## config.mk

```make
export PLATFORM = sky130hd
export DESIGN_NAME = arith_chain_arbiter
export DESIGN_NICKNAME = d
export VERILOG_FILES = /design/src/rtl/arith_chain_arbiter.sv
export SDC_FILE = /design/constraint.sdc
export NUM_CORES = 1
export LEC_CHECK = 0
export CORE_MARGIN = 8
export CORE_UTILIZATION = 40
export CTS_CLUSTER_SIZE = 12
export DETAILED_ROUTE_END_ITERATION = 8
export PLACE_DENSITY = 0.78
export SLEW_MARGIN = 20
export SYNTH_ARGS = -nofsm -noshare
export SYNTH_HDL_FRONTEND = slang
export SYNTH_SLANG_ARGS = --single-unit
```

## constraint.sdc

```tcl
create_clock -name clk -period 5.1 [get_ports clk]
set_clock_uncertainty 0.2 [all_clocks]
set_input_delay 1.02 -clock clk [delete_from_list [all_inputs] [get_ports clk]]
set_output_delay 1.02 -clock clk [all_outputs]
set_load 0.03 [all_outputs]
```

## src/rtl/arith_chain_arbiter.sv

```systemverilog
// arith_chain_arbiter: round-robin scheduler sharing one non-pipelined arithmetic-chain engine
module arith_chain_arbiter #(
    parameter int NUM_REQ        = 4,
    parameter int DATA_WIDTH_IN  = 8,
    parameter int DATA_WIDTH_OUT = 10,
    parameter int ENGINE_LATENCY = 4,
    parameter int TIMEOUT        = 8
) (
    input  logic                               clk,
    input  logic                               reset,
    input  logic [NUM_REQ-1:0]                 req_valid,
    input  logic [NUM_REQ*DATA_WIDTH_IN-1:0]   req_data,
    output logic [NUM_REQ-1:0]                 req_ready,
    output logic [DATA_WIDTH_IN-1:0]           eng_data_in,
    output logic                               eng_valid_in,
    input  logic [DATA_WIDTH_OUT-1:0]          eng_data_out,
    input  logic                               eng_valid_out,
    output logic                               rsp_valid,
    output logic [$clog2(NUM_REQ)-1:0]         rsp_id,
    output logic [DATA_WIDTH_OUT-1:0]          rsp_data,
    output logic                               busy,
    output logic                               timeout_err,
    output logic                               spurious_err
);
    localparam int IW = $clog2(NUM_REQ);
    localparam int CW = $clog2(TIMEOUT + 1);

    typedef enum logic [1:0] {FLUSH, IDLE, ISSUE, WAIT} state_t;

    state_t                   state, state_n;
    logic [CW-1:0]            cnt;
    logic [IW-1:0]            last_grant, tag, winner;
    logic                     found, accept;
    logic [DATA_WIDTH_IN-1:0] ops [NUM_REQ];

    for (genvar i = 0; i < NUM_REQ; i++) begin : g_ops
        assign ops[i] = req_data[i*DATA_WIDTH_IN +: DATA_WIDTH_IN];
    end

    // round-robin search starting just after the last granted requester
    always_comb begin
        found  = 1'b0;
        winner = '0;
        for (int k = 1; k <= NUM_REQ; k++) begin
            if (!found && req_valid[IW'((int'(last_grant) + k) % NUM_REQ)]) begin
                found  = 1'b1;
                winner = IW'((int'(last_grant) + k) % NUM_REQ);
            end
        end
    end

    assign accept       = state == IDLE && found;
    assign req_ready    = accept ? NUM_REQ'(1) << winner : '0;
    assign eng_valid_in = state == ISSUE;
    assign busy         = state != IDLE;

    // next state: flush drains a job left in flight, wait ends on result or timeout
    always_comb begin
        state_n = state;
        unique case (state)
            FLUSH:   state_n = cnt == CW'(ENGINE_LATENCY) ? IDLE : FLUSH;
            IDLE:    state_n = accept ? ISSUE : IDLE;
            ISSUE:   state_n = WAIT;
            WAIT:    state_n = (eng_valid_out || cnt == CW'(TIMEOUT)) ? IDLE : WAIT;
            default: state_n = FLUSH;
        endcase
    end

    // state, counters, issued job, response capture and sticky error flags
    always_ff @(posedge clk) begin
        if (reset) begin
            state        <= FLUSH;
            cnt          <= '0;
            last_grant   <= IW'(NUM_REQ - 1);
            tag          <= '0;
            eng_data_in  <= '0;
            rsp_valid    <= 1'b0;
            rsp_id       <= '0;
            rsp_data     <= '0;
            timeout_err  <= 1'b0;
            spurious_err <= 1'b0;
        end else begin
            state     <= state_n;
            cnt       <= state == ISSUE ? CW'(1) : cnt + CW'(1);
            rsp_valid <= 1'b0;
            if (accept) begin
                eng_data_in <= ops[winner];
                tag         <= winner;
                last_grant  <= winner;
            end
            if (state == WAIT && eng_valid_out) begin
                rsp_valid <= 1'b1;
                rsp_id    <= tag;
                rsp_data  <= eng_data_out;
            end
            if (state == WAIT && !eng_valid_out && cnt == CW'(TIMEOUT))
                timeout_err <= 1'b1;
            if ((state == IDLE || state == ISSUE) && eng_valid_out)
                spurious_err <= 1'b1;
        end
    end
endmodule

```

Word-level counts from Yosys, hierarchy flattened
Index checks and enable logic that the tools add are counted.
- register bits after elaboration: 33
- logic and storage cells: 75
- bits of input ports: 49
- output and inout bits: 29
- muxes and demuxes: 30
- reduce and logical (&&, ||, !) cells: 16
- add/sub/neg operators: 5
- order comparisons: 5
- bitwise gates (word level): 1
- eq/ne operators: 6
- shifts and indexed selects: 1
- operators with widths (kind ; number):
    $bmux W8 S2 ; 1
    $lt A2 B4 Y1 const B ; 4
    $mux W8 ; 2
    $mux W1 ; 15
    $mux W2 ; 6
    $bmux W1 S2 ; 4
    $logic_and A1 B1 Y1 ; 8
    $pmux W2 S4 ; 1
    $add A2 B1 Y2 const B ; 2
    $add A2 B2 Y2 const B ; 2
    $add A4 B1 Y4 const B ; 1
    $eq A2 B2 Y1 const B ; 2
    $eq A4 B3 Y1 const B ; 1
    $eq A4 B4 Y1 const B ; 1
    $logic_not A1 Y1 ; 4
    $mux W4 ; 1
    $shl A1 B2 Y4 const A ; 1
    $ge A3 B3 Y1 const B ; 1
    $not A2 Y3 ; 1
    $eq A2 B1 Y1 const B ; 1
    $logic_not A2 Y1 ; 1
    $logic_or A1 B1 Y1 ; 2
    $ne A2 B1 Y1 const B ; 1
    $reduce_or A2 Y1 ; 1

Longest topological paths before layout
Gate-level depths: netlist of run 1.
- word-level depth: 18
- mapped depth: 7
- mapped depth without buffers: 7

Least setup slack after synthesis of run 1
OpenSTA, ideal clock, no wires.
- path kind: input to output
- from: in req_valid[2]
- to: out req_ready[1]
- buffers on the path: 0
- slack: 1.562 ns
- data required time: 3.880 ns
- stages: 4
- arrival time: 2.318 ns
- path through: nand2b_1 o22ai_2 nor2_1 nor3_1
- longest elaborated chain between the ends: 15
- elaborated cells between the ends (all ways): 29
- classes of those cells: shift: 1; mux: 21; reduce/logical: 7
- ends and longest elaborated chain (item ; line ; text):
    start, declared ; 11 ; input logic [NUM_REQ-1:0] req_valid,
    $bmux W1 S2 ; 45 ; if (!found && req_valid[IW'((int'(last_grant) + k) % NUM_REQ)]) begin
    $mux W1 (not written as such) (2 in a row) ; 45 ;
    $mux W1 ; 45 ;
    $logic_not A1 Y1 ; 45 ;
    $logic_and A1 B1 Y1 ; 45 ;
    $mux W1 ; 45 ;
    $logic_not A1 Y1 ; 45 ;
    $logic_and A1 B1 Y1 ; 45 ;
    $mux W1 ; 45 ;
    $logic_not A1 Y1 ; 45 ;
    $logic_and A1 B1 Y1 ; 45 ;
    $mux W2 / $mux W1 (equally long branches) ; 45 ;
    $shl A1 B2 Y4 / $logic_and A1 B1 Y1 (equally long branches) ; 53, 52 ;
    $mux W4 * ; 53 ; assign req_ready = accept ? NUM_REQ'(1) << winner : '0;
    end, declared ; 13 ; output logic [NUM_REQ-1:0] req_ready,
Every way passes the cells marked *; elsewhere a longest branch is shown, timed or not. The select of a mux whose other input is x is not followed.

Worst setup path after layout of run 1
- from: in req_valid[1]
- to: out req_ready[3]
The elaborated chain is that of the path after synthesis.

==> qor.txt, run 1 <==
CTS tree - yes
CTS Buf Count - 5
Overall Global Routing Usage - 0.149
fin worst setup slack - 0.647 ns
commonest register cell after synthesis - dfxtp_1
total negative slack - 0 ns
routed wl met3 - 631 um
Yosys top cell area share - 0.398
dpl hpwl - 3770 um
simple-gate share of the synthesized area - 0.256
post-synth top area cell - dfxtp_1
Placed Area - 2480 sq um
hold slack - 0.251 ns
routed wl met2 - 2130 um
max_cap viols - 0
pre-CTS setup slack - 0.646 ns
Skew-Pair Late Insertion Delay - 0.28 ns
Multi-input gate area - 933 sq um
number of port buffers - 77
Reg2Reg Launch Point - state[1]
Worst Reg-to-Reg Cells - 6
DRC errors left - 0
Die X - 80.5 um
WS Path Type - in2out
WHS Path Cells - 2
async set-or-reset flop fraction in the synthesized netlist - 0
Max clock buf depth - 2
# resized after CTS - 0
Synth Area in XOR/XNOR - 0.0105
mean area per synthesized cell - 8.27 sq um
R2R Path End - eng_data_in[0]
Ports - 78
largest net degree at the start of global routing - 36
total wire length - 4830 um
outcome - complete, no violations
Area growth syn-to-layout - 54.3%
worst-margin pin slew - 0.862 ns
post-route ant nets - 0
main combinational cell family by area after synthesis - simple AND/OR/NAND/NOR gates
n_diodes - 0
Synth area leaders - dfxtp_1, nand2_1, mux2i_1
final slew viol count - 0
RSZ-0062 raised after global routing - false
Synth Area in Adders - 0.0452
Slew headroom - 0.420
Fin. Hold Viols - 0
drt pass-1 iters - 4
DR WL/cell - 14.6 um
total number of vias - 1678
clock sinks - 33
Synth Area in Compound Gates - 0.184
register area share after synthesis - 0.398
Netlist cell types - 33
cell chosen for the clock root - clkbuf_8
Worst setup SP type - primary input
most common cell in the netlist - nand2_1
EDFF count, synth - 0
vias per cell - 5.05
H-tree depth - 2
fin crit share - 0.873
Reg area - 661 sq um
Starting DRT DRC Count - 85
Worst EP arrival - 3.23 ns
Synth Warn # - 0
worst vdd ir - 0.127 mV
#FFs+latches synth - 33
WL met1 - 2020 um
FILL cells - 351
Post-Syn Nets - 256
Crit path required time - 3.88 ns
antenna violations before repair - 0
LEAKAGE - 1.00 nW
# rows - 23
Highest Clock Rate - 225 MHz
first-pass GRT wire length - 7620 um
post-synthesis mux area share - 0.0663
layout cells sized above 1 - 0.0461
setup violators final - 0
CP Capture Type - primary output
Die ar. - 6470 sq um
PwrDens - 220 nW/um^2
crit path launch - req_valid[1]
placer congestion estimate - 0.841
Post-CTS Setup Repair Bufs - 0
hold endpoint - rsp_data[3]
total core area - 4000 sq um
Final Cell Area - 2560 sq um
crit path max fanout - 6
Synth top cells by count - nand2_1, dfxtp_1, a21oi_1
HP Class - reg2reg
hold buffer count at cts - 0
FF-to-FF setup slack - 2.91 ns
Mapped Cells - 201
synthesized area - 1660 sq um
highest routing layer actually used - met4
Reg clk slew, reported paths - 0.06 ns
HP Start - rsp_data[3]
number of global-route vias before repair - 1629
GRT overflow - 0
final net count - 336
fin crit period - 4.45 ns
Initial Util - 0.415
Die Y-Extent - 80.5 um
==> cells by family (layout without fill, tap and decap cells) <==
group / after synthesis / count (layout)
XOR/XNOR: 2 / 2
flip-flops: 33 / 33
AO/OA/AOI/OAI: 47 / 47
AND/OR/NAND/NOR: 86 / 86
buffers and inverters: 16 / 97
multiplexers: 11 / 11
adder cells (fa/ha/maj): 6 / 6
==> flip-flops by register name, summed over array words and instances, names as in the netlist <==
| signal | flops |
|---|---|
| cnt | 4 |
| eng_data_in | 8 |
| last_grant | 2 |
| rsp_data | 10 |
| rsp_id | 2 |
| rsp_valid | 1 |
| spurious_err | 1 |
| state | 2 |
| tag | 2 |
| timeout_err | 1 |
==> report_power, final <==
group          switching [mW]  leakage (nW)  internal (mW)
logic                  0.0498         0.697         0.0622
clock network          0.0852        0.0395         0.0967
registers             0.00599         0.267          0.265
total                   0.141          1.00          0.424
==> per-layer routing <==
| layer | track usage | up-vias |
|---|---|---|
| li1 | - | 864 |
| met1 | 0.168 | 733 |
| met2 | 0.229 | 75 |
| met3 | 0.0882 | 6 |
| met4 | 0.0491 | 0 |
| met5 | 0 | - |
==> placed cells by master (no fill, tap or decap), drive strengths merged, types with 2 or more instances in the layout <==
cell           instances
nor3                   9
dfxtp                 33
a21oi                 18
o22ai                  2
nor2                  15
mux2i                 11
buf                    3
nand2                 34
nand3b                 3
nand2b                 3
o21bai                 7
a211oi                 7
nand3                  8
inv                    9
or3                    3
clkbuf                 8
a31oi                  2
nor3b                  3
o221ai                 2
ha                     6
and3                   6
o21ai                  6
clkdlybuf4s50         77
==> worst max path at each step <==
| stage | end | slack, ns | cells past startpoint |
|---|---|---|---|
| after floorplan | req_ready[1] | 1.56 | 4 |
| after global placement | req_ready[3] | 0.70 | 7 |
| after detailed placement | req_ready[3] | 0.65 | 7 |
| after CTS | req_ready[3] | 0.63 | 7 |
| after global routing | req_ready[3] | 0.43 | 7 |
| final | req_ready[3] | 0.65 | 7 |
==> through the flow <==
| step | utilization | cells | power (mW) |
|---|---|---|---|
| after floorplan | - | 201 | 0.330 |
| after global placement | 0.621 | 324 | 0.386 |
| after detailed placement | 0.621 | 324 | 0.388 |
| after CTS | 0.641 | 332 | 0.570 |
| after global routing | 0.641 | 332 | 0.593 |
| final | 0.641 | 332 | 0.565 |
==> final cells by class <==
cell class | instances | share of cell area
sequential | 33 | 0.258
multi-input combinational | 152 | 0.364
clock buffer | 8 | 0.0312
timing repair buffer | 80 | 0.309
tap | 50 | 0.0244
inverter | 9 | 0.0132
==> critical path, cell delays in order <==
cell	delay [ns]
clkdlybuf4s50_1	0.54
nor2_4	0.19
o22ai_1	0.13
nor3_1	0.42
nand2_1	0.14
nor2_1	0.11
clkdlybuf4s50_1	0.68
Note: power is estimated with default switching activity, not from simulation.
==> inputs of run 2 (changes only) <==
--- a/constraint.sdc
+++ b/constraint.sdc
@@ -4,2 +4,2 @@
 set_output_delay 1.02 -clock clk [all_outputs]
-set_load 0.03 [all_outputs]
+set_load 0.005 [all_outputs]
==> qor.txt, run 2 (synthesis results as in run 1) <==
Placed Area - 2480 sq um
pre-CTS setup slack - 0.757 ns
PwrDens - 241 nW/um^2
crit path max fanout - 6
Post-CTS Setup Repair Bufs - 0
Starting DRT DRC Count - 93
HP Class - reg2reg
# rows - 23
largest reg by FF count - rsp_data
Die X - 80.5 um
CP Capture Type - primary output
worst-margin pin slew - 0.886 ns
total number of vias - 1645
Skew-Pair Late Insertion Delay - 0.28 ns
Initial Util - 0.415
CTS Buf Count - 5
cell chosen for the clock root - clkbuf_8
final slew viol count - 0
Area growth syn-to-layout - 56.0%
LEAKAGE - 1.02 nW
n_diodes - 0
WS Path Type - in2out
worst vdd ir - 0.132 mV
hold slack - 0.253 ns
Overall Global Routing Usage - 0.148
Fin. Hold Viols - 0
Reg clk slew, reported paths - 0.06 ns
largest net degree at the start of global routing - 21
fin worst setup slack - 0.768 ns
Max clock buf depth - 2
Slew headroom - 0.404
post-route ant nets - 0
GRT overflow - 0
Highest Clock Rate - 231 MHz
Cells after DPL - 323
total negative slack - 0 ns
biggest regs - rsp_data x10, eng_data_in x8, cnt x4
CTS tree - yes
total core area - 4000 sq um
FILL cells - 386
most common library cell in the layout ignoring fill and taps - clkdlybuf4s50_1
most frequent cells in the layout - clkdlybuf4s50_1, nand2_1, dfxtp_1, a21oi_1, nor2_1
number of global-route vias before repair - 1657
H-tree depth - 2
Worst Reg-to-Reg Cells - 6
Worst EP arrival - 3.11 ns
drt pass-1 iters - 4
Die ar. - 6470 sq um
hold buffer count at cts - 0
layout cells sized above 1 - 0.0498
final net count - 335
first-pass GRT wire length - 7580 um
# resized after CTS - 0
met3 global-route usage - 0.0882
GR Util met1 - 0.174
Crit path required time - 3.88 ns
RSZ-0062 raised after global routing - false
number of port buffers - 77
Non-Filler Instances - 331
outcome - complete, no violations
GRT busiest layer - met2
max_cap viols - 0
dpl hpwl - 3700 um
Worst setup SP type - primary input
Die Y-Extent - 80.5 um
Ports - 78
Pwr Total - 0.625 mW
WHS Path Cells - 2
met2 Track Usage GR - 0.218
DR WL/cell - 14.4 um
setup violators final - 0
Final Cell Area - 2590 sq um
vias per cell - 4.97
placer congestion estimate - 0.830
clock sinks - 33
DRC errors left - 0
fin crit period - 4.33 ns
antenna violations before repair - 0
total wire length - 4770 um
Largest register FFs - 10
post-layout util - 0.648
fin crit share - 0.849
-- run 2: cell types whose count changed in the layout (fill, tap and decap cells not counted) --
cell       before  now
bufinv_16       0    1
buf_4           3    2
clkbuf_8        5    6
clkbuf_1        3    1
-- run 2: layout make-up --
type                       count  area, sq um  area share
clock buffer                   7         86.3      0.0333
clock inverter                 1         30.0      0.0116
inverter                       9         33.8      0.0130
multi-input combinational    152          933       0.360
sequential                    33          661       0.255
tap                           50         62.6      0.0241
timing repair buffer          79          786       0.303
-- run 2: layer usage --
metal,share of wire,up-vias,routed length (um)
met4,0.011,0,53
li1,-,863,-
met1,0.43,701,2070
met3,0.14,6,673
met5,0,-,0
met2,0.41,75,1970
-- run 2: worst paths after layout --
check	startpoint	end	slack, ns
min reg2reg	rsp_data[4]	rsp_data[4]	0.25
max reg2reg	state[1]	eng_data_in[0]	2.89
max	req_valid[1]	req_ready[3]	0.77
min	rsp_data[4]	rsp_data[4]	0.25
-- run 2: critical path, stage by stage --
cell and delay, ns:
clkdlybuf4s50_1 0.53, nor2_4 0.18, o22ai_1 0.12, nor3_1 0.48, nand2_1 0.16, nor2_1 0.11, clkdlybuf4s50_1 0.51
-- run 2: power breakdown --
part,switching [mW],total [mW],internal [mW],leakage (nW)
Clock,0.0921,0.251,0.159,0.0585
Sequential,0.00585,0.271,0.265,0.267
Combinational,0.0411,0.103,0.0618,0.691
Total,0.139,0.625,0.486,1.02
==> inputs of run 3 (changes only) <==
- CORE_UTILIZATION: 40 -> 37
- PLACE_DENSITY: 0.78 -> 0.76
- clock period: 5.1 -> 3.9 ns (I/O delays scaled with it)
==> qor.txt, run 3 (synthesis results as in run 1) <==
Starting DRT DRC Count - 49
largest net degree at the start of global routing - 22
CTS tree - yes
CTS Buf Count - 5
fin crit period - 3.67 ns
Largest register FFs - 10
Die Y-Extent - 83.0 um
dpl hpwl - 3800 um
LEAKAGE - 1.04 nW
largest reg by FF count - rsp_data
Die X - 83.0 um
setup violators final - 0
cell chosen for the clock root - clkbuf_8
cell internal pwr - 0.637 mW
post-route ant nets - 0
final net count - 339
total core area - 4350 sq um
Placed Area - 2510 sq um
post-layout util - 0.603
Switching Share - 0.216
Comb pwr share - 0.168
antenna violations before repair - 0
fin worst setup slack - 0.230 ns
clock sinks - 33
Final Cell Area - 2630 sq um
# rows - 24
Fin. Hold Viols - 0
FILL cells - 399
crit path max fanout - 6
layout cells sized above 1 - 0.0632
biggest regs - rsp_data x10, eng_data_in x8, cnt x4
H-tree depth - 2
Overall Global Routing Usage - 0.135
outcome - complete, no violations
Clock power frac - 0.396
placer congestion estimate - 0.795
Post-CTS Setup Repair Bufs - 0
Worst setup SP type - primary input
most frequent cells in the layout - clkdlybuf4s50_1, nand2_1, dfxtp_1, a21oi_1, nor2_1
vias per cell - 4.93
hold buffer count at cts - 0
DRC errors left - 0
CP Capture Type - primary output
Sequential Power Share - 0.436
Slew headroom - 0.552
most common library cell in the layout ignoring fill and taps - clkdlybuf4s50_1
fin crit share - 0.941
GRT overflow - 0
worst vdd ir - 0.154 mV
Skew-Pair Late Insertion Delay - 0.27 ns
Switch Pwr - 0.175 mW
total wire length - 4630 um
PwrDens - 310 nW/um^2
DR WL/cell - 13.7 um
drt pass-1 iters - 4
number of global-route vias before repair - 1699
RSZ-0062 raised after global routing - false
Initial Util - 0.382
Ports - 78
WS Path Type - in2out
worst-margin pin slew - 0.670 ns
Area growth syn-to-layout - 58.0%
number of port buffers - 77
total negative slack - 0 ns
# resized after CTS - 0
first-pass GRT wire length - 7910 um
pre-CTS setup slack - 0.213 ns
Crit path required time - 2.92 ns
total number of vias - 1662
Die ar. - 6890 sq um
final slew viol count - 0
Max clock buf depth - 2
Worst EP arrival - 2.69 ns
Highest Clock Rate - 272 MHz
n_diodes - 0
max_cap viols - 0
HP Class - reg2reg
Reg clk slew, reported paths - 0.06 ns
-- run 3: routing by layer --
layer	part of all wire	up-vias	track usage
met5	0	-	0
met4	0.012	0	0.0431
met3	0.11	6	0.0703
met2	0.44	72	0.213
met1	0.43	714	0.152
li1	-	870	-
-- run 3: per-stage QoR --
step                      total power, mW  cells  hold WS (ns)
after floorplan                     0.422    201         0.232
after global placement              0.497    329         0.239
after detailed placement            0.499    329         0.248
after CTS                           0.824    337         0.257
after global routing                0.853    337         0.280
final                               0.813    337         0.252
-- run 3: final cells by class --
class                           count  area, sq um  area share
Tap cell                           52         65.1      0.0248
Multi-Input combinational cell    152          933       0.356
Inverter                            9         33.8      0.0129
Timing Repair Buffer               83          816       0.311
Sequential cell                    33          661       0.252
Clock inverter                      1         30.0      0.0114
Clock buffer                        7         86.3      0.0329
-- run 3: power by group through the flow --
stage                     combinational [mW]  sequential [mW]  clock, mW
after floorplan                       0.0620            0.360          0
after global placement                 0.136            0.361          0
after detailed placement               0.137            0.362          0
after CTS                              0.138            0.354      0.332
after global routing                   0.150            0.355      0.348
final                                  0.136            0.354      0.322
-- run 3: worst paths after layout --
check / from / to / slack (ns) / cells past startpoint
hold / removal: rsp_data[1] / rsp_data[1] / 0.25 / 2
setup reg to reg: last_grant[1] / eng_data_in[2] / 1.85 / 6
setup / recovery: req_valid[1] / req_ready[3] / 0.23 / 7
hold reg to reg: rsp_data[1] / rsp_data[1] / 0.25 / 2
-- run 3: critical path, cell delays in order --
cell             delay [ns]
clkdlybuf4s50_1        0.54
nor2_4                 0.19
o22ai_1                0.13
nor3_1                 0.33
nand2_1                0.12
nor2_1                 0.10
clkdlybuf4s50_1        0.51
